`src/rtl/kd_ctrl_pkg.sv`:
```
// Shared types and default sizes for the kd-tree query sequencer.
package kd_ctrl_pkg;

    localparam int unsigned KD_INTERNAL_WIDTH = 22;
    localparam int unsigned KD_PATCH_WIDTH    = 55;
    localparam int unsigned KD_ADDRESS_WIDTH  = 8;
    localparam int unsigned KD_NUM_LOAD_WORDS = 128;
    localparam int unsigned KD_TREE_LATENCY   = 9;
    localparam int unsigned KD_OUT_DEPTH      = 16;

    typedef logic [1:0] state_t;

    localparam logic [1:0] ST_IDLE  = 2'd0;
    localparam logic [1:0] ST_LOAD  = 2'd1;
    localparam logic [1:0] ST_QUERY = 2'd2;
    localparam logic [1:0] ST_DRAIN = 2'd3;

    // Rides alongside a patch through the tree so its result can be captured.
    typedef struct packed {
        logic valid;
        logic last;
    } token_t;

endpackage

```
`src/rtl/kd_leaf_fifo.sv`:
```
// Synchronous result FIFO; count is registered so freed space shows up a cycle later.
module kd_leaf_fifo #(
    parameter int unsigned WIDTH = 9,
    parameter int unsigned DEPTH = 16
) (
    input  logic                         clk,
    input  logic                         rst_n,
    input  logic                         push,
    input  logic [WIDTH-1:0]             push_data,
    input  logic                         pop,
    output logic [WIDTH-1:0]             head,
    output logic [$clog2(DEPTH+1)-1:0]   count,
    output logic                         empty,
    output logic                         full
);

    localparam int unsigned PW = $clog2(DEPTH);
    localparam int unsigned CW = $clog2(DEPTH + 1);

    logic [WIDTH-1:0] mem_q [DEPTH];
    logic [PW-1:0]    wr_ptr_q;
    logic [PW-1:0]    rd_ptr_q;
    logic [CW-1:0]    count_q;
    logic             do_push;
    logic             do_pop;

    assign empty   = (count_q == '0);
    assign full    = (count_q == CW'(DEPTH));
    assign do_push = push & ~full;
    assign do_pop  = pop & ~empty;
    assign head    = mem_q[rd_ptr_q];
    assign count   = count_q;

    always_ff @(posedge clk or negedge rst_n) begin
        if (!rst_n) begin
            wr_ptr_q <= '0;
            rd_ptr_q <= '0;
            count_q  <= '0;
            for (int i = 0; i < int'(DEPTH); i++) mem_q[i] <= '0;
        end else begin
            if (do_push) begin
                mem_q[wr_ptr_q] <= push_data;
                wr_ptr_q        <= wr_ptr_q + PW'(1);
            end
            if (do_pop) rd_ptr_q <= rd_ptr_q + PW'(1);
            count_q <= count_q + CW'(do_push) - CW'(do_pop);
        end
    end

endmodule

```
`src/rtl/kd_tree_query_ctrl.sv`:
```
// Loads node words into internal_node_tree, then streams query patches through it
// with enough output credit that the fixed-latency tree never has to stall.
module kd_tree_query_ctrl
    import kd_ctrl_pkg::*;
#(
    parameter int unsigned INTERNAL_WIDTH = KD_INTERNAL_WIDTH,
    parameter int unsigned PATCH_WIDTH    = KD_PATCH_WIDTH,
    parameter int unsigned ADDRESS_WIDTH  = KD_ADDRESS_WIDTH,
    parameter int unsigned NUM_LOAD_WORDS = KD_NUM_LOAD_WORDS,
    parameter int unsigned TREE_LATENCY   = KD_TREE_LATENCY,
    parameter int unsigned OUT_DEPTH      = KD_OUT_DEPTH
) (
    input  logic                      clk,
    input  logic                      rst_n,
    input  logic                      start,
    input  logic [INTERNAL_WIDTH-1:0] agg_data,
    input  logic                      agg_valid,
    output logic                      agg_ready,
    output logic                      tree_fsm_enable,
    output logic                      tree_sender_enable,
    output logic [INTERNAL_WIDTH-1:0] tree_sender_data,
    output logic [PATCH_WIDTH-1:0]    tree_patch_in,
    input  logic [ADDRESS_WIDTH-1:0]  tree_leaf_index,
    input  logic [PATCH_WIDTH-1:0]    patch_data,
    input  logic                      patch_valid,
    input  logic                      patch_last,
    output logic                      patch_ready,
    output logic [ADDRESS_WIDTH-1:0]  leaf_index,
    output logic                      leaf_valid,
    output logic                      leaf_last,
    input  logic                      leaf_ready,
    output logic                      load_done,
    output logic                      busy,
    output logic                      done
);

    localparam int unsigned WCW = $clog2(NUM_LOAD_WORDS + 1);
    localparam int unsigned CW  = $clog2(OUT_DEPTH + 1);
    localparam int unsigned SW  = CW + 1;

    state_t                   state_q;
    state_t                   state_d;
    logic [WCW-1:0]           word_cnt_q;
    logic [CW-1:0]            inflight_q;
    logic [CW-1:0]            fifo_count;
    logic [SW-1:0]            credit_sum;
    token_t                   tok_in_q;
    token_t                   sr_q [TREE_LATENCY];
    logic                     agg_acc;
    logic                     patch_acc;
    logic                     credit_ok;
    logic                     last_word;
    logic                     push;
    logic                     pop;
    logic                     fifo_empty;
    logic                     fifo_full;
    logic [ADDRESS_WIDTH:0]   fifo_head;

    assign busy               = (state_q != ST_IDLE);
    assign tree_fsm_enable    = busy;
    assign agg_ready          = (state_q == ST_LOAD);
    assign agg_acc            = agg_valid & agg_ready;
    assign tree_sender_enable = agg_acc;
    assign tree_sender_data   = agg_ready ? agg_data : '0;
    assign last_word          = (word_cnt_q == WCW'(NUM_LOAD_WORDS - 1));

    // Every accepted patch owns a slot until its result is popped.
    assign credit_sum  = SW'(inflight_q) + SW'(fifo_count);
    assign credit_ok   = (credit_sum < SW'(OUT_DEPTH));
    assign patch_ready = (state_q == ST_QUERY) & credit_ok;
    assign patch_acc   = patch_valid & patch_ready;

    assign push       = sr_q[TREE_LATENCY-1].valid;
    assign leaf_valid = ~fifo_empty;
    assign pop        = leaf_valid & leaf_ready;
    assign leaf_index = leaf_valid ? fifo_head[ADDRESS_WIDTH-1:0] : '0;
    assign leaf_last  = leaf_valid & fifo_head[ADDRESS_WIDTH];
    assign done       = pop & leaf_last & (state_q == ST_DRAIN);

    always_comb begin
        state_d = state_q;
        case (state_q)
            ST_IDLE:  if (start) state_d = ST_LOAD;
            ST_LOAD:  if (agg_acc && last_word) state_d = ST_QUERY;
            ST_QUERY: if (patch_acc && patch_last) state_d = ST_DRAIN;
            ST_DRAIN: if (done) state_d = ST_IDLE;
            default:  state_d = ST_IDLE;
        endcase
    end

    always_ff @(posedge clk or negedge rst_n) begin
        if (!rst_n) state_q <= ST_IDLE;
        else        state_q <= state_d;
    end

    // tok_in_q lines up with tree_patch_in; sr_q then tracks the tree's own pipeline.
    always_ff @(posedge clk or negedge rst_n) begin
        if (!rst_n) begin
            word_cnt_q    <= '0;
            inflight_q    <= '0;
            load_done     <= 1'b0;
            tree_patch_in <= '0;
            tok_in_q      <= '0;
            for (int i = 0; i < int'(TREE_LATENCY); i++) sr_q[i] <= '0;
        end else begin
            if (state_q == ST_IDLE && start) word_cnt_q <= '0;
            else if (agg_acc)                word_cnt_q <= word_cnt_q + WCW'(1);
            load_done <= (state_d == ST_QUERY) || (state_d == ST_DRAIN);
            if (patch_acc) tree_patch_in <= patch_data;
            tok_in_q   <= '{valid: patch_acc, last: patch_acc & patch_last};
            sr_q[0]    <= tok_in_q;
            for (int i = 1; i < int'(TREE_LATENCY); i++) sr_q[i] <= sr_q[i-1];
            inflight_q <= inflight_q + CW'(patch_acc) - CW'(push);
        end
    end

    always_ff @(posedge clk) begin
        if (rst_n) assert (!(push && fifo_full))
            else $fatal(1, "kd_tree_query_ctrl: result push into full leaf FIFO");
    end

    kd_leaf_fifo #(
        .WIDTH (ADDRESS_WIDTH + 1),
        .DEPTH (OUT_DEPTH)
    ) u_leaf_fifo (
        .clk       (clk),
        .rst_n     (rst_n),
        .push      (push),
        .push_data ({sr_q[TREE_LATENCY-1].last, tree_leaf_index}),
        .pop       (pop),
        .head      (fifo_head),
        .count     (fifo_count),
        .empty     (fifo_empty),
        .full      (fifo_full)
    );

endmodule

```
`config.mk`:
```
export PLATFORM = sky130hd
export DESIGN_NAME = kd_tree_query_ctrl
export DESIGN_NICKNAME = d
export VERILOG_FILES = /design/src/rtl/kd_ctrl_pkg.sv /design/src/rtl/kd_leaf_fifo.sv /design/src/rtl/kd_tree_query_ctrl.sv
export SDC_FILE = /design/constraint.sdc
export NUM_CORES = 1
export LEC_CHECK = 0
export ABC_AREA = 1
export ABC_CLOCK_PERIOD_IN_PS = 2730
export CAP_MARGIN = 10
export CORE_MARGIN = 2
export CORE_UTILIZATION = 30
export CTS_BUF_LIST = sky130_fd_sc_hd__clkbuf_8
export DETAILED_ROUTE_END_ITERATION = 7
export PLACE_DENSITY = 0.57
export SYNTH_ARGS = -nofsm -noshare
export SYNTH_HDL_FRONTEND = slang
export SYNTH_SLANG_ARGS = --single-unit
```
`constraint.sdc`:
```
create_clock -name clk -period 2.73 [get_ports clk]
set_input_delay 0.546 -clock clk [delete_from_list [all_inputs] [get_ports clk]]
set_output_delay 0.546 -clock clk [all_outputs]
set_load 0.05 [all_outputs]
```
---- After elaboration in Yosys (flattened, before gate mapping) ----
Cells that the tools add are included.
operators by class
  add/sub/neg operators ................... 8
  muxes and demuxes ....................... 15
  equal/unequal tests ..................... 7
  bitwise logic cells ..................... 14
  reductions and logical operators ........ 9
  $lt $le $gt $ge ......................... 4
operators with widths
  kind                                                                   count
  144-bit bitwise mux                                                    1
  9-bit binary-select mux with 4-bit select                              1
  9-bit demux with 4-bit select                                          1
  9-bit two-way mux                                                      3
  8-bit two-way mux                                                      3
  22-bit two-way mux                                                     1
  5-bit by 1-bit adder with 5-bit output                                 2
  1-bit AND                                                              10
  5-bit greater-or-equal comparator, second input constant               2
  4-bit inverter with 5-bit output                                       2
  5-bit by 1-bit subtractor with 5-bit output                            2
  4-bit by 1-bit adder with 4-bit output, second input constant          2
  8-bit by 1-bit adder with 8-bit output, second input constant          1
  2-bit equality test, second input constant                             4
  8-bit by 7-bit equality test with 1-bit output, second input constant  1
  2-bit two-way mux                                                      4
  2-bit case mux with 4 select lines                                     1
  5-bit by 5-bit adder with 6-bit output                                 1
  6-bit by 5-bit < comparator with 1-bit output, second input constant   1
  5-bit equality test, second input constant                             1
  5-bit logical NOT                                                      1
  5-bit by 1-bit < comparator with 1-bit output, second input constant   1
  1-bit logical AND                                                      4
  2-bit nonzero test                                                     2
  4 further kinds                                                        5
storage, ports and cells
  input port bits ......................... 92
  register bits after elaboration ......... 248

---- Depth between registers and ports, before layout ----
Gate-level depths: netlist of the first run.
  depth after elaboration ................. 11
  mapped depth ............................ 17

---- Cells and area by module ----
Synthesis of the first run repeated with hierarchy kept, for this count alone.
unflattened totals
  cells, all modules ...................... 1446
  area, all modules ....................... 12049.1 µm²
modules (own cells, without submodules)
  module              cells each  instances  area an instance (µm²)
  kd_leaf_fifo        1010        1          8220.4
  kd_tree_query_ctrl  436         1          3828.7

---- Worst setup path before layout of the first run ----
No wires, ideal clock.
  kind .................................... reg-to-reg
  start point ............................. reg, netlist name load_done
  end point ............................... reg inflight_q[4]
  data arrival time ....................... 2.875 ns
  path slack .............................. -0.224 ns
  stages on the path, launching flop included .. 14
  setup time .............................. 0.079 ns
  cells stage by stage .................... dfrtp_1 nand2_1 nor3b_2 nand2_1 inv_2 nand2_1 clkbuf_1 ha_1 inv_1 ha_1 inv_1 fa_1 o21ai_0 xor2_1
RTL lines
  what                  RTL line                   RTL
  to (signal assigned)  kd_tree_query_ctrl.sv:113  inflight_q <= inflight_q + CW'(patch_acc) - CW'(push);
  to (decl)             kd_tree_query_ctrl.sv:44   logic [CW-1:0] inflight_q;

---- Worst setup path in the final report of the first run ----
  start point ............................. reg u_leaf_fifo.rd_ptr_q[0]
  end point ............................... out leaf_index[2]
between the ends
  longest elaborated chain between the ends .. 5
RTL lines
  what                                                    RTL line                  RTL
  from (decl)                                             kd_leaf_fifo.sv:22        logic [PW-1:0] rd_ptr_q;
  from (signal assigned)                                  kd_leaf_fifo.sv:45        if (do_pop) rd_ptr_q <= rd_ptr_q + PW'(1);
  4-bit inverter with 5-bit output (implied by the code)  kd_leaf_fifo.sv:31        assign head = mem_q[rd_ptr_q];
  9-bit binary-select mux with 4-bit select               kd_leaf_fifo.sv:31
  9-bit two-way mux (implied by the code) (2 in series)   kd_leaf_fifo.sv:31
  8-bit two-way mux                                       kd_tree_query_ctrl.sv:76  assign leaf_index = leaf_valid ? fifo_head[ADDRESS_WIDTH-1:0] : '0;
  to (decl)                                               kd_tree_query_ctrl.sv:28  output logic [ADDRESS_WIDTH-1:0] leaf_index,
Every way passes these cells. The select of a mux whose other input is x is not followed.

==> results of run 1 <==
-- cells in the final DEF, fill, tap and decap left out, types with 3 or more instances in the layout --
cell                                n
sky130_fd_sc_hd__a21oi_1           28
sky130_fd_sc_hd__a21oi_2           17
sky130_fd_sc_hd__a21oi_4            6
sky130_fd_sc_hd__buf_12            26
sky130_fd_sc_hd__buf_4             45
sky130_fd_sc_hd__buf_6             11
sky130_fd_sc_hd__clkbuf_16          4
sky130_fd_sc_hd__clkbuf_8          57
sky130_fd_sc_hd__clkdlybuf4s50_1  146
sky130_fd_sc_hd__clkinv_2           3
sky130_fd_sc_hd__clkinvlp_4         7
sky130_fd_sc_hd__dfrtp_1          244
sky130_fd_sc_hd__dfrtp_2            3
sky130_fd_sc_hd__ha_1              20
sky130_fd_sc_hd__inv_1             96
sky130_fd_sc_hd__inv_2              5
sky130_fd_sc_hd__nand2_1          449
sky130_fd_sc_hd__nand2_2           23
sky130_fd_sc_hd__nand2_4            5
sky130_fd_sc_hd__nand3_1           33
sky130_fd_sc_hd__nand3_2           26
sky130_fd_sc_hd__nand3_4            3
sky130_fd_sc_hd__nand4_1            4
sky130_fd_sc_hd__nand4_2            6
sky130_fd_sc_hd__nand4_4            3
sky130_fd_sc_hd__nor2_1            59
sky130_fd_sc_hd__nor2_4             3
sky130_fd_sc_hd__o21ai_0          163
sky130_fd_sc_hd__o21ai_1            5
sky130_fd_sc_hd__o31ai_1            5
sky130_fd_sc_hd__o31ai_2           11
sky130_fd_sc_hd__xnor2_1            4
sky130_fd_sc_hd__xor2_1            10
-- sequential cells by signal, indices dropped and copies added, names as in the netlist, 4 cells and up --
| name | cells |
|---|---|
| inflight_q | 5 |
| u_leaf_fifo.mem_q | 144 |
| tree_patch_in | 55 |
| u_leaf_fifo.wr_ptr_q | 4 |
| u_leaf_fifo.count | 5 |
| sr_q | 17 |
| u_leaf_fifo.rd_ptr_q | 4 |
| word_cnt_q | 8 |
-- cell type report --
class,instances,area (sq um)
Fill cell,3627,21200
Sequential cell,247,6180
Multi-Input combinational cell,893,4680
Timing Repair Buffer,241,2710
Clock buffer,57,785
Tap cell,468,586
Inverter,92,370
Clock inverter,23,124
Timing Repair inverter,1,7.51
-- Yosys cell counts (2+ instances only) --
cell type,number
sky130_fd_sc_hd__a21oi_1,51
sky130_fd_sc_hd__buf_1,2
sky130_fd_sc_hd__buf_2,20
sky130_fd_sc_hd__buf_4,6
sky130_fd_sc_hd__buf_6,4
sky130_fd_sc_hd__clkbuf_1,35
sky130_fd_sc_hd__clkbuf_2,3
sky130_fd_sc_hd__dfrtp_1,247
sky130_fd_sc_hd__fa_1,2
sky130_fd_sc_hd__ha_1,21
sky130_fd_sc_hd__inv_1,85
sky130_fd_sc_hd__inv_2,5
sky130_fd_sc_hd__nand2_1,475
sky130_fd_sc_hd__nand2_2,2
sky130_fd_sc_hd__nand3_1,56
sky130_fd_sc_hd__nand3_2,6
sky130_fd_sc_hd__nand4_1,4
sky130_fd_sc_hd__nand4_2,6
sky130_fd_sc_hd__nand4_4,3
sky130_fd_sc_hd__nor2_1,59
sky130_fd_sc_hd__nor2_2,4
sky130_fd_sc_hd__o21ai_0,167
sky130_fd_sc_hd__o21ai_1,2
sky130_fd_sc_hd__o31ai_1,16
sky130_fd_sc_hd__xnor2_1,4
sky130_fd_sc_hd__xor2_1,10
-- timing repair --
item,4_1_cts,5_1_grt
endpoints found under the hold margin,48,0
hold buffers,1,0
pin swaps,21,27
gates resized for setup,59,79
setup buffers,9,14
cloned,3,6
endpoints found under the setup margin,14,35
-- worst max path at each step --
stage | cells past startpoint | slack, ns | end | startpoint
5_1_grt | 9 | -0.19 | leaf_index[0] | u_leaf_fifo.rd_ptr_q[0]$_DFFE_PN0P_
3_3_place_gp | 16 | 0.16 | inflight_q[4]$_DFF_PN0_ | inflight_q[1]$_DFF_PN0_
4_1_cts | 7 | -0.13 | leaf_index[6] | u_leaf_fifo.rd_ptr_q[0]$_DFFE_PN0P_
3_5_place_dp | 16 | 0.14 | inflight_q[4]$_DFF_PN0_ | inflight_q[1]$_DFF_PN0_
6_report | 10 | -0.10 | leaf_index[2] | u_leaf_fifo.rd_ptr_q[0]$_DFFE_PN0P_
2_1_floorplan | 17 | -0.02 | inflight_q[4]$_DFF_PN0_ | inflight_q[1]$_DFF_PN0_
-- power by group through the flow --
stage / clock (mW) / combinational, mW / sequential, mW
after detailed placement: 0 / 4.93 / 3.91
after CTS: 3.66 / 5.64 / 3.86
after floorplan: 0 / 2.91 / 3.89
after global placement: 0 / 4.90 / 3.90
final: 3.54 / 6.46 / 3.87
after global routing: 3.82 / 6.89 / 3.88
-- worst max-delay path, cell delays in order (launching register included) --
cell and delay [ns]:
sky130_fd_sc_hd__dfrtp_2 0.48, sky130_fd_sc_hd__clkinv_4 0.12, sky130_fd_sc_hd__buf_6 0.13, sky130_fd_sc_hd__buf_16 0.13
sky130_fd_sc_hd__nand2_1 0.06, sky130_fd_sc_hd__nand3_2 0.07, sky130_fd_sc_hd__nand2_2 0.07, sky130_fd_sc_hd__a21oi_4 0.16
sky130_fd_sc_hd__o31ai_2 0.10, sky130_fd_sc_hd__a21oi_2 0.20, sky130_fd_sc_hd__buf_12 0.16
-- metal layers --
layer	routed length (microns)	global-route usage	part of all wire
met5	0	0	0
met4	835	0.0563	0.025
met3	2600	0.0549	0.078
met2	15500	0.277	0.47
met1	14300	0.218	0.43
-- cells by family after synthesis --
group,after synthesis
buffers and inverters,163
xor gates and xnor gates,14
adders and majority gates,23
and+or+nand+nor,619
DFF,247
AOI/OAI and AO/OA,237
==> metrics.md, run 1 <==
| Metric | Value |
|---|---|
| Outcome | finished, violations left |
| Violations in the final reports | setup timing |
| Clk_lat worst skew | 0.59 ns |
| First drt pass iteration count | 5 |
| Standard cell area after detailed placement | between 0.01 and 0.015 sq mm |
| Clock network power share | 0.255 |
| Fraction of layout instances using a drive strength above 1 | 0.180 |
| Required time of the critical path | 2.18 ns |
| Setup crit start kind | flip-flop |
| Average wire length per cell after detail routing | 16.5 microns |
| Adder-cell share of the synthesized area | 0.0272 |
| Destination of the worst hold path | sr_q[10]$_DFF_PN0_ |
| Post-synth ARST share | 1.00 |
| Clock root cell | sky130_fd_sc_hd__clkbuf_8 |
| Number of vias after detailed routing | around 9,500 |
| Antenna Cells | 0 |
| Worst clock skew | approximately 0.019 ns |
| Core Util, Final | 0.422 |
| Synth area leader | sky130_fd_sc_hd__dfrtp_1 |
| Minimum period implied by the final worst setup slack | 2.83 ns |
| Hold crit path type | flip-flop to flip-flop |
| Post-synthesis register bit count | ~250 |
| Xor-xnor portion of the synthesized cell area | 0.0110 |
| Final setup viols | 10 |
| Count of placed standard cells including taps | 1,910 |
| Number of standard-cell rows in the floorplan | 70 |
| Slew @ Worst Pin | between 0.6 and 0.7 ns |
| Placeable core region | 0.0366 sq mm |
| Reg2Reg Setup Slack | 0.18 ns |
| Count of cells along the worst register-to-register path | 14 |
| Htree depth | 2 |
| Worst vdd rail ir drop | 0.000420 V |
| Switching pwr | 5.49 mW |
| # DRC | 0 |
| Final net count | between 1,500 and 2,000 |
| Top Ports | between 150 and 200 |
| Worst-path clk slew | 0.06 ns |
| Yosys warns | 0 |
| Ratio of final minimum period to clock period | 1.04 |
| Syn nets | 1,418 |
| TNS Setup | -0.653 ns |
| IO buf count | approximately 190 |
| Final number of max-transition violations | 0 |
| Number of distinct library cells after synthesis | 34 |
| Initial Utilization | 0.304 |
| WP data arrival | around 2.3 ns |
| Hold depth | 0 |
| Maximum achievable frequency | 0.353 GHz |
| Clock buffer count from CTS | 45 |
| Top-area cell type share of the netlist area | 0.555 |
| Cell types occupying the most area after synthesis | sky130_fd_sc_hd__dfrtp_1 (56%), sky130_fd_sc_hd__nand2_1 (16%), sky130_fd_sc_hd__o21ai_0 (7.5%), sky130_fd_sc_hd__inv_1 (2.9%), sky130_fd_sc_hd__nand3_1 (2.5%) |
| Routability-driven placement congestion ratio | 0.807 |
| Mapped Avg Cell Area | 8.54 sq um |
| Proportion of total power due to net switching | 0.396 |
| Endpoint kind of the worst setup timing path | primary output |
| Crit path setup slack, layout | -0.104 ns |
| Crit path kind | flip-flop to primary output |
| Die H | 197 microns |
| Number of standard cells in the layout, taps in and fillers out | 2,022 |
| Part of the total power dissipated in combinational logic | 0.466 |
| Hold violation total from the final report | 0 |
| Power per standard cell area | 898 mW/mm^2 |
| Drt total wl | 33,300 microns |
| Worst hold slack after final layout | 0.341 ns |
| Area added between synthesis and finish | 38.7% |
| Global-route wire length before repair | 51,900 microns |
| GRT Resource Usage Total | 0.171 |
| Die area | 0.0387 sq mm |
| Proportion of synthesized chip area in sequential cells | 0.555 |
| Instance count of the mapped netlist | 1,303 |
| Reported leakage power | 7.70 nW |
| Launch point of the worst hold path | sr_q[12]$_DFF_PN0_ |
| Number of DRC markers in iteration 0 | roughly 580 |
| Relative slew slack | 0.592 |
| Number of maximum-capacitance violations | 0 |
| Detailed-placement wirelength estimate | 21,000 microns |
| Design internal power | 8.38 mW |
| Die X-Extent | 197 microns |
| Worst slack, placed | 0.136 ns |
| Sequential share of power | 0.279 |
| Setup repair after global routing missed its margin | true |
| Grt ovf | 0 |
| Number of antenna violations at the first check in global routing | 0 |
| Reg-to-reg critical path startpoint | u_leaf_fifo.count[3]$_DFF_PN0_ |
| Most used flip-flop cell after synthesis | sky130_fd_sc_hd__dfrtp_1 |
| Power after layout | 13.9 mW |
| CP Max Fanout | 7 |
| Drt via density | 4.71 |
| Largest family of logic cells by synthesized area | simple AND/OR/NAND/NOR gates |
| Design Area, Final | 0.0154 sq mm |
| Sink count of the clock tree | 247 |
| Mux share of post-synthesis cell area | 0 |
| Antenna violation net count after detailed routing | 0 |
| Post-Synth Simple-Gate Area | 0.232 |
| Reg2reg end | inflight_q[4]$_DFF_PN0_ |
| Maximum number of pins on one net before global-route repair | 77 |
| TritonCTS clock tree | done |
| Number of enable-type register cells in the synthesized netlist | 0 |
| Post-synthesis compound-gate area fraction | 0.111 |
| Mapped cell area | approximately 0.011 sq mm |
| CTS max path bufs | 3 |
| Number of global-route vias before repair | 9,512 |
Note: power is estimated with default switching activity, not from simulation.
==> run 2: changes to the inputs <==
--- a/config.mk
+++ b/config.mk
@@ -11,8 +11,10 @@
 export CORE_MARGIN = 2
 export CORE_UTILIZATION = 30
 export CTS_BUF_LIST = sky130_fd_sc_hd__clkbuf_8
+export CTS_CLUSTER_SIZE = 16
 export DETAILED_ROUTE_END_ITERATION = 7
 export PLACE_DENSITY = 0.57
+export SKIP_CTS_REPAIR_TIMING = 1
 export SYNTH_ARGS = -nofsm -noshare
 export SYNTH_HDL_FRONTEND = slang
 export SYNTH_SLANG_ARGS = --single-unit
==> run 2 against run 1 <==
Register-to-register slack improved by 0.02 ns. Die area unchanged. The run still ends with setup timing left. Combinational power decreased by 13%. Count of clock-buffer cells in the layout decreased by 1. Highest routed layer unchanged. Critical path depth decreased by 1. Global-route usage decreased by 0.42 points.
==> metrics.md, run 2 (same netlist as run 1, synthesis figures left out) <==
| Metric | Value |
|---|---|
| Reported leakage power | 7.55 nW |
| Drt total wl | 32,300 microns |
| Die X-Extent | 197 microns |
| Setup crit start kind | flip-flop |
| Sink count of the clock tree | 247 |
| Hold crit path type | flip-flop to flip-flop |
| IO buf count | roughly 190 |
| Endpoint kind of the worst setup timing path | primary output |
| Routability-driven placement congestion ratio | 0.807 |
| Count of placed standard cells including taps | between 1,500 and 2,000 |
| Most common cell after layout, fill and taps aside | sky130_fd_sc_hd__nand2_1 |
| CP Max Fanout | 8 |
| Power after layout | 13.0 mW |
| Hold violation total from the final report | 0 |
| Detailed-placement wirelength estimate | around 21,000 microns |
| Number of flip-flops in the largest register | between 100 and 150 |
| Highest cell delay on the worst timing path | 0.46 ns |
| Worst clock skew | 0.0236 ns |
| Minimum period implied by the final worst setup slack | 2.79 ns |
| GRT Resource Usage Total | 0.167 |
| Standard cell area after detailed placement | 0.0136 sq mm |
| Worst-path clk slew | about 0.070 ns |
| Crit path setup slack, layout | -0.0580 ns |
| Final setup viols | 9 |
| Maximum achievable frequency | 0.359 GHz |
| Number of standard-cell rows in the floorplan | 70 |
| Required time of the critical path | ~2.2 ns |
| Number of standard cells in the layout, taps in and fillers out | 2,007 |
| Fraction of layout instances using a drive strength above 1 | 0.145 |
| CTS max path bufs | 3 |
| TritonCTS clock tree | done |
| Number of antenna violations at the first check in global routing | 0 |
| Power per standard cell area | 870 mW/mm^2 |
| Worst hold slack after final layout | 0.340 ns |
| Die H | 197 microns |
| Clock root cell | sky130_fd_sc_hd__clkbuf_8 |
| Crit path kind | flip-flop to primary output |
| Antenna Cells | 0 |
| Placeable core region | 0.0366 sq mm |
| Number of vias after detailed routing | 9,348 |
| Number of maximum-capacitance violations | 0 |
| Outcome | finished, violations left |
| Top Ports | 186 |
| Slew @ Worst Pin | 0.619 ns |
| Hold depth | 0 |
| Largest register by flop count | u_leaf_fifo.mem_q |
| Grt ovf | 0 |
| Clock buffer count from CTS | 45 |
| Leading cell types in the layout, fill and taps excluded | sky130_fd_sc_hd__nand2_1 (467), sky130_fd_sc_hd__dfrtp_1 (244), sky130_fd_sc_hd__o21ai_0 (164), sky130_fd_sc_hd__clkdlybuf4s50_1 (146), sky130_fd_sc_hd__inv_1 (97) |
| Area added between synthesis and finish | 34.4% |
| Initial Utilization | 0.304 |
| Number of global-route vias before repair | between 9,000 and 10,000 |
| Htree depth | 2 |
| Number of DRC markers in iteration 0 | 605 |
| First drt pass iteration count | 6 |
| Drt via density | 4.66 |
| Setup repair after global routing missed its margin | true |
| Antenna violation net count after detailed routing | 0 |
| Count of cells along the worst register-to-register path | 14 |
| WP data arrival | 2.24 ns |
| Core Util, Final | 0.409 |
| Final net count | 1,621 |
| Violations in the final reports | setup timing |
| Maximum number of pins on one net before global-route repair | 77 |
| Worst vdd rail ir drop | 0.000356 V |
| Average wire length per cell after detail routing | 16.1 microns |
| Clk_lat worst skew | 0.59 ns |
| Design Area, Final | 0.0150 sq mm |
| Final number of max-transition violations | 0 |
| Critical path cell sequence | clkinv_4 -> buf_12 -> nand2_1 -> nand3_1 -> nand2_1 -> a21oi_2 -> o31ai_2 -> a21oi_2 -> buf_12 |
| Relative slew slack | 0.587 |
| Ratio of final minimum period to clock period | 1.02 |
| Cell with the largest stage delay on the worst path | sky130_fd_sc_hd__dfrtp_2 |
| Largest registers | u_leaf_fifo.mem_q x144, tree_patch_in x55, sr_q x17 |
| Die area | 0.0387 sq mm |
| # DRC | 0 |
| Global-route wire length before repair | 50,800 microns |
run 2: cell count changes in the layout (fill, tap and decap cells not counted), sizes merged:
cell / previous run / this run
buf: 86 / 73
dlygate4sd2: 1 / 0
inv: 103 / 104
clkbuf: 61 / 59
dlymetal6s2s: 2 / 3
bufbuf: 1 / 0
run 2: area by class of cell:
type                    instances  area (sq um)
repair buffers                226          2470
repair inverters                1          7.51
clock inverters                24           128
fillers                      3691         21600
clock buffers                  56           771
multi-input cells             893          4440
well taps                     468           586
inverters                      92           370
flip-flops and latches        247          6180
run 2: worst paths after layout:
| kind | from | endpoint | slack [ns] |
|---|---|---|---|
| hold reg to reg | sr_q[12]$_DFF_PN0_ | sr_q[10]$_DFF_PN0_ | 0.34 |
| setup / recovery | u_leaf_fifo.rd_ptr_q[0]$_DFFE_PN0P_ | leaf_index[0] | -0.06 |
| setup reg to reg | u_leaf_fifo.count[3]$_DFF_PN0_ | inflight_q[4]$_DFF_PN0_ | 0.20 |
| min in group asynchronous | rst_n | u_leaf_fifo.mem_q[115]$_DFFE_PN0P_ | 0.48 |
| max in group asynchronous | rst_n | load_done$_DFF_PN0_ | 1.47 |
| hold / removal | sr_q[12]$_DFF_PN0_ | sr_q[10]$_DFF_PN0_ | 0.34 |
run 2: power breakdown:
group / total, mW / switching [mW] / internal, mW
combinational: 5.65 / 3.46 / 2.19
clock: 3.51 / 1.57 / 1.93
sequential: 3.86 / 0.0979 / 3.77
total: 13.0 / 5.13 / 7.89
run 2: metal layers:
| metal | wire length, microns | vias up | GRT usage |
|---|---|---|---|
| met5 | 0 | - | 0 |
| met4 | 778 | 0 | 0.0498 |
| met3 | 2570 | 63 | 0.0548 |
| met2 | 15000 | 320 | 0.271 |
| met1 | 13900 | 4394 | 0.213 |
| li1 | - | 4571 | - |
run 2: critical path, delay by kind of cell, from the launching register on:
kind	cells	cell delay [ns]
DFF	1	0.46
and+or+nand+nor	3	0.21
buffers and inverters	3	0.45
AOI/OAI and AO/OA	3	0.53
run 2: stage by stage:
stage / setup slack (ns) / TNS, ns
4_1_cts: -0.336 / -2.74
2_1_floorplan: -0.0176 / -0.0176
6_report: -0.0580 / -0.275
3_3_place_gp: 0.158 / 0
3_5_place_dp: 0.136 / 0
5_1_grt: -0.192 / -2.86
==> run 3: changes to the inputs <==
--- a/config.mk
+++ b/config.mk
@@ -8,13 +8,15 @@
 export ABC_AREA = 1
 export ABC_CLOCK_PERIOD_IN_PS = 2730
 export CAP_MARGIN = 10
-export CORE_MARGIN = 2
+export CORE_MARGIN = 5
 export CORE_UTILIZATION = 30
 export CTS_BUF_LIST = sky130_fd_sc_hd__clkbuf_8
 export CTS_CLUSTER_SIZE = 16
 export DETAILED_ROUTE_END_ITERATION = 7
 export PLACE_DENSITY = 0.57
+export REMOVE_ABC_BUFFERS = 1
 export SKIP_CTS_REPAIR_TIMING = 1
+export SLEW_MARGIN = 20
 export SYNTH_ARGS = -nofsm -noshare
 export SYNTH_HDL_FRONTEND = slang
 export SYNTH_SLANG_ARGS = --single-unit
==> run 3 against run 2 <==
The flow finishes with violations (hold timing, setup timing). Critical path depth unchanged. Worst hold slack worse by 0.36 ns. Combinational power down 6.5%. Register-to-register slack worse by 0.04 ns. Critical path type unchanged. Largest cell class unchanged. Largest power group unchanged. Highest routed layer unchanged.
==> metrics.md, run 3 (same netlist as run 1, synthesis figures left out) <==
| Metric | Value |
|---|---|
| Largest register by flop count | u_leaf_fifo.mem_q |
| Setup crit start kind | flip-flop |
| Die X-Extent | 203 microns |
| Number of antenna violations at the first check in global routing | 0 |
| Reported leakage power | between 7 and 8 nW |
| Antenna Cells | 0 |
| Drt total wl | 32,000 microns |
| First drt pass iteration count | 5 |
| Detailed-placement wirelength estimate | 20,300 microns |
| Design Area, Final | 0.0148 sq mm |
| Highest cell delay on the worst timing path | 0.49 ns |
| Standard cell area after detailed placement | 0.0136 sq mm |
| Cell with the largest stage delay on the worst path | sky130_fd_sc_hd__dfrtp_2 |
| Placeable core region | ~0.037 sq mm |
| Critical path cell sequence | clkinv_4 -> buf_12 -> nand2_1 -> nand3_1 -> nand2_1 -> a21oi_1 -> o31ai_1 -> a21oi_2 -> buf_12 |
| Final net count | 1,615 |
| # DRC | 0 |
| Crit path setup slack, layout | -0.0514 ns |
| IO buf count | 185 |
| Sum of buffers and inverters on the critical path | 3 |
| Number of vias after detailed routing | 9,297 |
| Met3 capacity usage during global routing | 0.0553 |
| Worst hold slack after final layout | -0.0159 ns |
| Levels on crit path | 9 |
| Minimum period implied by the final worst setup slack | ~2.8 ns |
| Maximum achievable frequency | between 0.3 and 0.4 GHz |
| Die H | 203 microns |
| Final number of max-transition violations | 0 |
| Htree depth | 2 |
| Fraction of layout instances using a drive strength above 1 | 0.136 |
| Count of cells along the worst register-to-register path | 15 |
| Number of DRC markers in iteration 0 | 608 |
| Grt ovf | 0 |
| Sink count of the clock tree | 247 |
| Routability-driven placement congestion ratio | 0.774 |
| Clock buffer count from CTS | 44 |
| Met1 routing resource usage after global routing | 0.214 |
| Top Ports | 186 |
| Number of standard-cell rows in the floorplan | 70 |
| GRT Resource Usage Total | 0.154 |
| Hold crit path type | input port to async pin |
| Violations in the final reports | hold timing, setup timing |
| CTS max path bufs | 3 |
| Maximum number of pins on one net before global-route repair | just under 80 |
| Leading cell types in the layout, fill and taps excluded | sky130_fd_sc_hd__nand2_1 (471), sky130_fd_sc_hd__dfrtp_1 (245), sky130_fd_sc_hd__o21ai_0 (166), sky130_fd_sc_hd__clkdlybuf4s50_1 (148), sky130_fd_sc_hd__inv_1 (94) |
| Crit path kind | flip-flop to primary output |
| Outcome | finished, violations left |
| Largest registers | u_leaf_fifo.mem_q x144, tree_patch_in x55, sr_q x17 |
| Global-route wire length before repair | between 50,000 and 60,000 microns |
| Number of global-route vias before repair | 9,276 |
| Drt via density | around 4.6 |
| Ratio of final minimum period to clock period | 1.02 |
| Most common cell after layout, fill and taps aside | sky130_fd_sc_hd__nand2_1 |
| Relative slew slack | 0.555 |
| WP data arrival | 2.24 ns |
| Setup repair after global routing missed its margin | true |
| Most utilized layer in the global route result | met2 |
| Top delay family on crit path | compound AO/OA/AOI/OAI gates |
| Required time of the critical path | roughly 2.2 ns |
| Worst vdd rail ir drop | ~0.00044 V |
| Worst clock skew | 0.0356 ns |
| Die area | roughly 0.041 sq mm |
| Hold violation total from the final report | 2 |
| Power after layout | between 10 and 15 mW |
| Clock root cell | sky130_fd_sc_hd__clkbuf_8 |
| Endpoint kind of the worst setup timing path | primary output |
| Met2 routing resource usage after global routing | 0.230 |
| Clk_lat worst skew | about 0.57 ns |
| Number of maximum-capacitance violations | 0 |
| CP Max Fanout | 19 |
| Worst-path clk slew | 0.06 ns |
| Power per standard cell area | 859 mW/mm^2 |
| Antenna violation net count after detailed routing | 0 |
| Number of flip-flops in the largest register | 144 |
| Final setup viols | 1 |
| TritonCTS clock tree | done |
| Average wire length per cell after detail routing | 16.0 microns |
| Area added between synthesis and finish | 33.0% |
| Slew @ Worst Pin | 0.667 ns |
| Initial Utilization | 0.304 |
==> run 3: changes by cell type in the layout (fill, tap and decap cells not counted), moves of 3 or more <==
| cell | delta |
|---|---|
| sky130_fd_sc_hd__clkinvlp_4 | -5 |
| sky130_fd_sc_hd__buf_8 | -3 |
| sky130_fd_sc_hd__buf_12 | -3 |
| sky130_fd_sc_hd__inv_1 | -3 |
| sky130_fd_sc_hd__a21oi_2 | -7 |
| sky130_fd_sc_hd__nand2_2 | -4 |
| sky130_fd_sc_hd__a21oi_1 | +7 |
| sky130_fd_sc_hd__nand2_1 | +4 |
| sky130_fd_sc_hd__clkinv_2 | +4 |
| sky130_fd_sc_hd__buf_4 | +6 |
| sky130_fd_sc_hd__clkbuf_8 | +3 |
==> run 3: final cells by class <==
cell class / instances / area [sq um]
clock inverter: 22 / 125
tap: 468 / 586
inverter: 92 / 353
fill: 3709 / 21800
clock buffer: 59 / 812
timing repair buffer: 222 / 2350
sequential: 247 / 6180
multi-input combinational: 893 / 4390
==> run 3: path summary, 6_finish.rpt <==
| path | slack (ns) | start | to |
|---|---|---|---|
| setup / recovery | -0.05 | u_leaf_fifo.rd_ptr_q[0]$_DFFE_PN0P_ | leaf_index[5] |
| hold / removal | -0.02 | rst_n | u_leaf_fifo.mem_q[124]$_DFFE_PN0P_ |
| setup reg to reg | 0.16 | u_leaf_fifo.count[2]$_DFF_PN0_ | inflight_q[4]$_DFF_PN0_ |
| hold reg to reg | 0.34 | sr_q[8]$_DFF_PN0_ | sr_q[6]$_DFF_PN0_ |
| max in group asynchronous | 2.02 | rst_n | u_leaf_fifo.mem_q[19]$_DFFE_PN0P_ |
| min in group clk | 0.34 | sr_q[8]$_DFF_PN0_ | sr_q[6]$_DFF_PN0_ |
==> run 3: routing by layer <==
| layer | up-vias | part of all wire | wire (microns) |
|---|---|---|---|
| li1 | 4556 | - | - |
| met1 | 4416 | 0.46 | 14700 |
| met2 | 280 | 0.44 | 14000 |
| met3 | 45 | 0.087 | 2770 |
| met4 | 0 | 0.016 | 522 |
| met5 | - | 0 | 0 |
==> run 3: report_power, final <==
group | internal, mW | switching, mW | total (mW) | leakage [nW]
Sequential | 3.76 | 0.0941 | 3.86 | 2.75
Clock | 2.03 | 1.56 | 3.58 | 0.530
Combinational | 2.00 | 3.27 | 5.28 | 4.23
Total | 7.79 | 4.92 | 12.7 | 7.50
==> run 3: stage by stage <==
stage / TNS [ns] / utilization / setup slack [ns] / instances
after floorplan: -35.54 / - / -1.13 / 1232
after global placement: 0 / 0.371 / 0.164 / 1915
after detailed placement: 0 / 0.371 / 0.110 / 1915
after CTS: -1.76 / 0.397 / -0.297 / 1996
after global routing: -1.11 / 0.404 / -0.159 / 2003
final: -0.0514 / 0.404 / -0.0514 / 2003
==> RTL edit (flow settings as in run 2) <==
`KD_NUM_LOAD_WORDS`: 128 -> 256.
--- a/src/rtl/kd_ctrl_pkg.sv
+++ b/src/rtl/kd_ctrl_pkg.sv
@@ -4,7 +4,7 @@
     localparam int unsigned KD_INTERNAL_WIDTH = 22;
     localparam int unsigned KD_PATCH_WIDTH    = 55;
     localparam int unsigned KD_ADDRESS_WIDTH  = 8;
-    localparam int unsigned KD_NUM_LOAD_WORDS = 128;
+    localparam int unsigned KD_NUM_LOAD_WORDS = 256;
     localparam int unsigned KD_TREE_LATENCY   = 9;
     localparam int unsigned KD_OUT_DEPTH      = 16;
 
Function: no difference found for any inputs over 10 cycles, from zero or initial values and one cycle with rst_n low; that may be too few to reach the edited logic, so the function may still have changed.
==> RTL edit against run 2 <==
  * The run still ends with negative setup slack left
  * Critical path type unchanged
  * Area after synthesis down 1.1%
  * Power up 35%
  * Sequential cell count up 1
  * Largest cell class unchanged
  * Design area up 1.7%
  * Worst setup slack worse by 0.052 ns
  * Final cell count down 3.4%
  * Maximum frequency down 1.8%
  * Wire length up 2.6%
==> RTL edit: results (changes against run 2) <==
\begin{tabular}{lr}
\hline
Metric & Value \\
\hline
\multicolumn{2}{l}{\textbf{Global route}} \\
\quad GR Util met2 & 26.8\% (was 27.1\%) \\
\quad Global Route met1 Usage & 20.7\% (was 21.3\%) \\
\quad Wire length of the first global-routing pass & 50000 um (was 50800 um) \\
\quad Met3 track demand over resource & 5.56\% (was 5.48\%) \\
\multicolumn{2}{l}{\textbf{Pwr}} \\
\quad Leakage component of the power & 7.19 nW (was 7.55 nW) \\
\quad Power of the clock network & 0.00360 W (was 0.00351 W) \\
\quad Sequential Power & 0.00496 W (was 0.00386 W) \\
\multicolumn{2}{l}{\textbf{Clock tree}} \\
\quad Num CTS Buffers & 46 (was 45) \\
\multicolumn{2}{l}{\textbf{Yosys}} \\
\quad Share of synthesized cell area in full adder, half adder and majority cells & 2.87\% (was 2.72\%) \\
\quad Synthesized netlist net count & 1346 (was 1418) \\
\quad Cell count after synthesis & 1230 (was 1303) \\
\quad Largest cells by area after synthesis & sky130\_fd\_sc\_hd\_\_dfrtp\_1 56\%, sky130\_fd\_sc\_hd\_\_nand2\_1 12\%, sky130\_fd\_sc\_hd\_\_o21ai\_0 5.7\% (was sky130\_fd\_sc\_hd\_\_dfrtp\_1 56\%, sky130\_fd\_sc\_hd\_\_nand2\_1 16\%, sky130\_fd\_sc\_hd\_\_o21ai\_0 7.5\%) \\
\quad Number of distinct library cells after synthesis & 35 (was 34) \\
\multicolumn{2}{l}{\textbf{Worst setup path}} \\
\quad Arr. time, crit path & 2.29 ns (was 2.24 ns) \\
\quad Slowest Stage Delay on Critical Path & 0.51 ns (was 0.46 ns) \\
\multicolumn{2}{l}{\textbf{Run status}} \\
\quad Status & finished, violations left (unchanged) \\
\quad Violated checks & negative setup slack (unchanged) \\
\multicolumn{2}{l}{\textbf{Timing}} \\
\quad Count of endpoints failing setup in the final report & 10 (was 9) \\
\quad Worst-margin pin slew & 0.720 ns (was 0.619 ns) \\
\quad Worst Setup Slack, final & -0.110 ns (was -0.0580 ns) \\
\quad Worst Skew & 0.0218 ns (was 0.0236 ns) \\
\multicolumn{2}{l}{\textbf{Drt}} \\
\quad DR vias/cell & 4.78 (was 4.66) \\
\quad Total number of vias & 9272 (was 9348) \\
\quad Initial detailed-routing violation count & 645 (was 605) \\
\multicolumn{2}{l}{\textbf{Cells and area}} \\
\quad Count of nets after finishing & 1556 (was 1621) \\
\multicolumn{2}{l}{\textbf{Placed design}} \\
\quad Number of instances in the placed design & 1839 (was 1910) \\
\hline
\end{tabular}
[RTL edit: changes by cell type after synthesis, sizes merged, moves of 4 or more]
| cell | run 2 | this run |
|---|---|---|
| nand2 | 477 | 362 |
| o21ai | 169 | 214 |
| a21oi | 51 | 19 |
| nor2 | 64 | 96 |
| o221ai | 0 | 32 |
| nand3 | 62 | 40 |
| o31ai | 16 | 0 |
| clkbuf | 38 | 31 |
| inv | 91 | 84 |
| buf | 33 | 38 |
| nor3 | 1 | 5 |
[RTL edit: cell type report]
class / count / area (sq um)
fill: 3575 / 21100
sequential: 248 / 6210
multi-input combinational: 826 / 4360
timing repair buffer: 230 / 2790
clock buffer: 60 / 826
tap: 468 / 586
inverter: 87 / 349
clock inverter: 18 / 97.6
timing repair inverter: 1 / 8.76
[RTL edit: per-layer routing]
metal / share of wire, % / wire length [um]
met1: 41 / 13700
met2: 46 / 15300
met3: 9.8 / 3240
met4: 2.5 / 839
met5: 0 / 0
[RTL edit: stage by stage]
stage | power [W] | setup WS, ns
6_report | 0.0176 | -0.110
3_5_place_dp | 0.0129 | 0.0861
5_1_grt | 0.0186 | -0.184
4_1_cts | 0.0167 | -0.360
3_3_place_gp | 0.0129 | 0.117
2_1_floorplan | 0.00971 | -0.0482
[RTL edit: path summary, 6_finish.rpt]
check | startpoint | end | slack (ns) | cells after the start
min reg2reg | sr_q[14] | sr_q[12] | 0.35 | 0
max | u_leaf_fifo.rd_ptr_q[0] | leaf_index[0] | -0.11 | 7
min in group asynchronous | rst_n | u_leaf_fifo.mem_q[86] | 0.50 | 2
max reg2reg | inflight_q[1] | inflight_q[4] | 0.20 | 15
max in group asynchronous | rst_n | tree_patch_in[9] | 1.28 | 3
min | sr_q[14] | sr_q[12] | 0.35 | 0
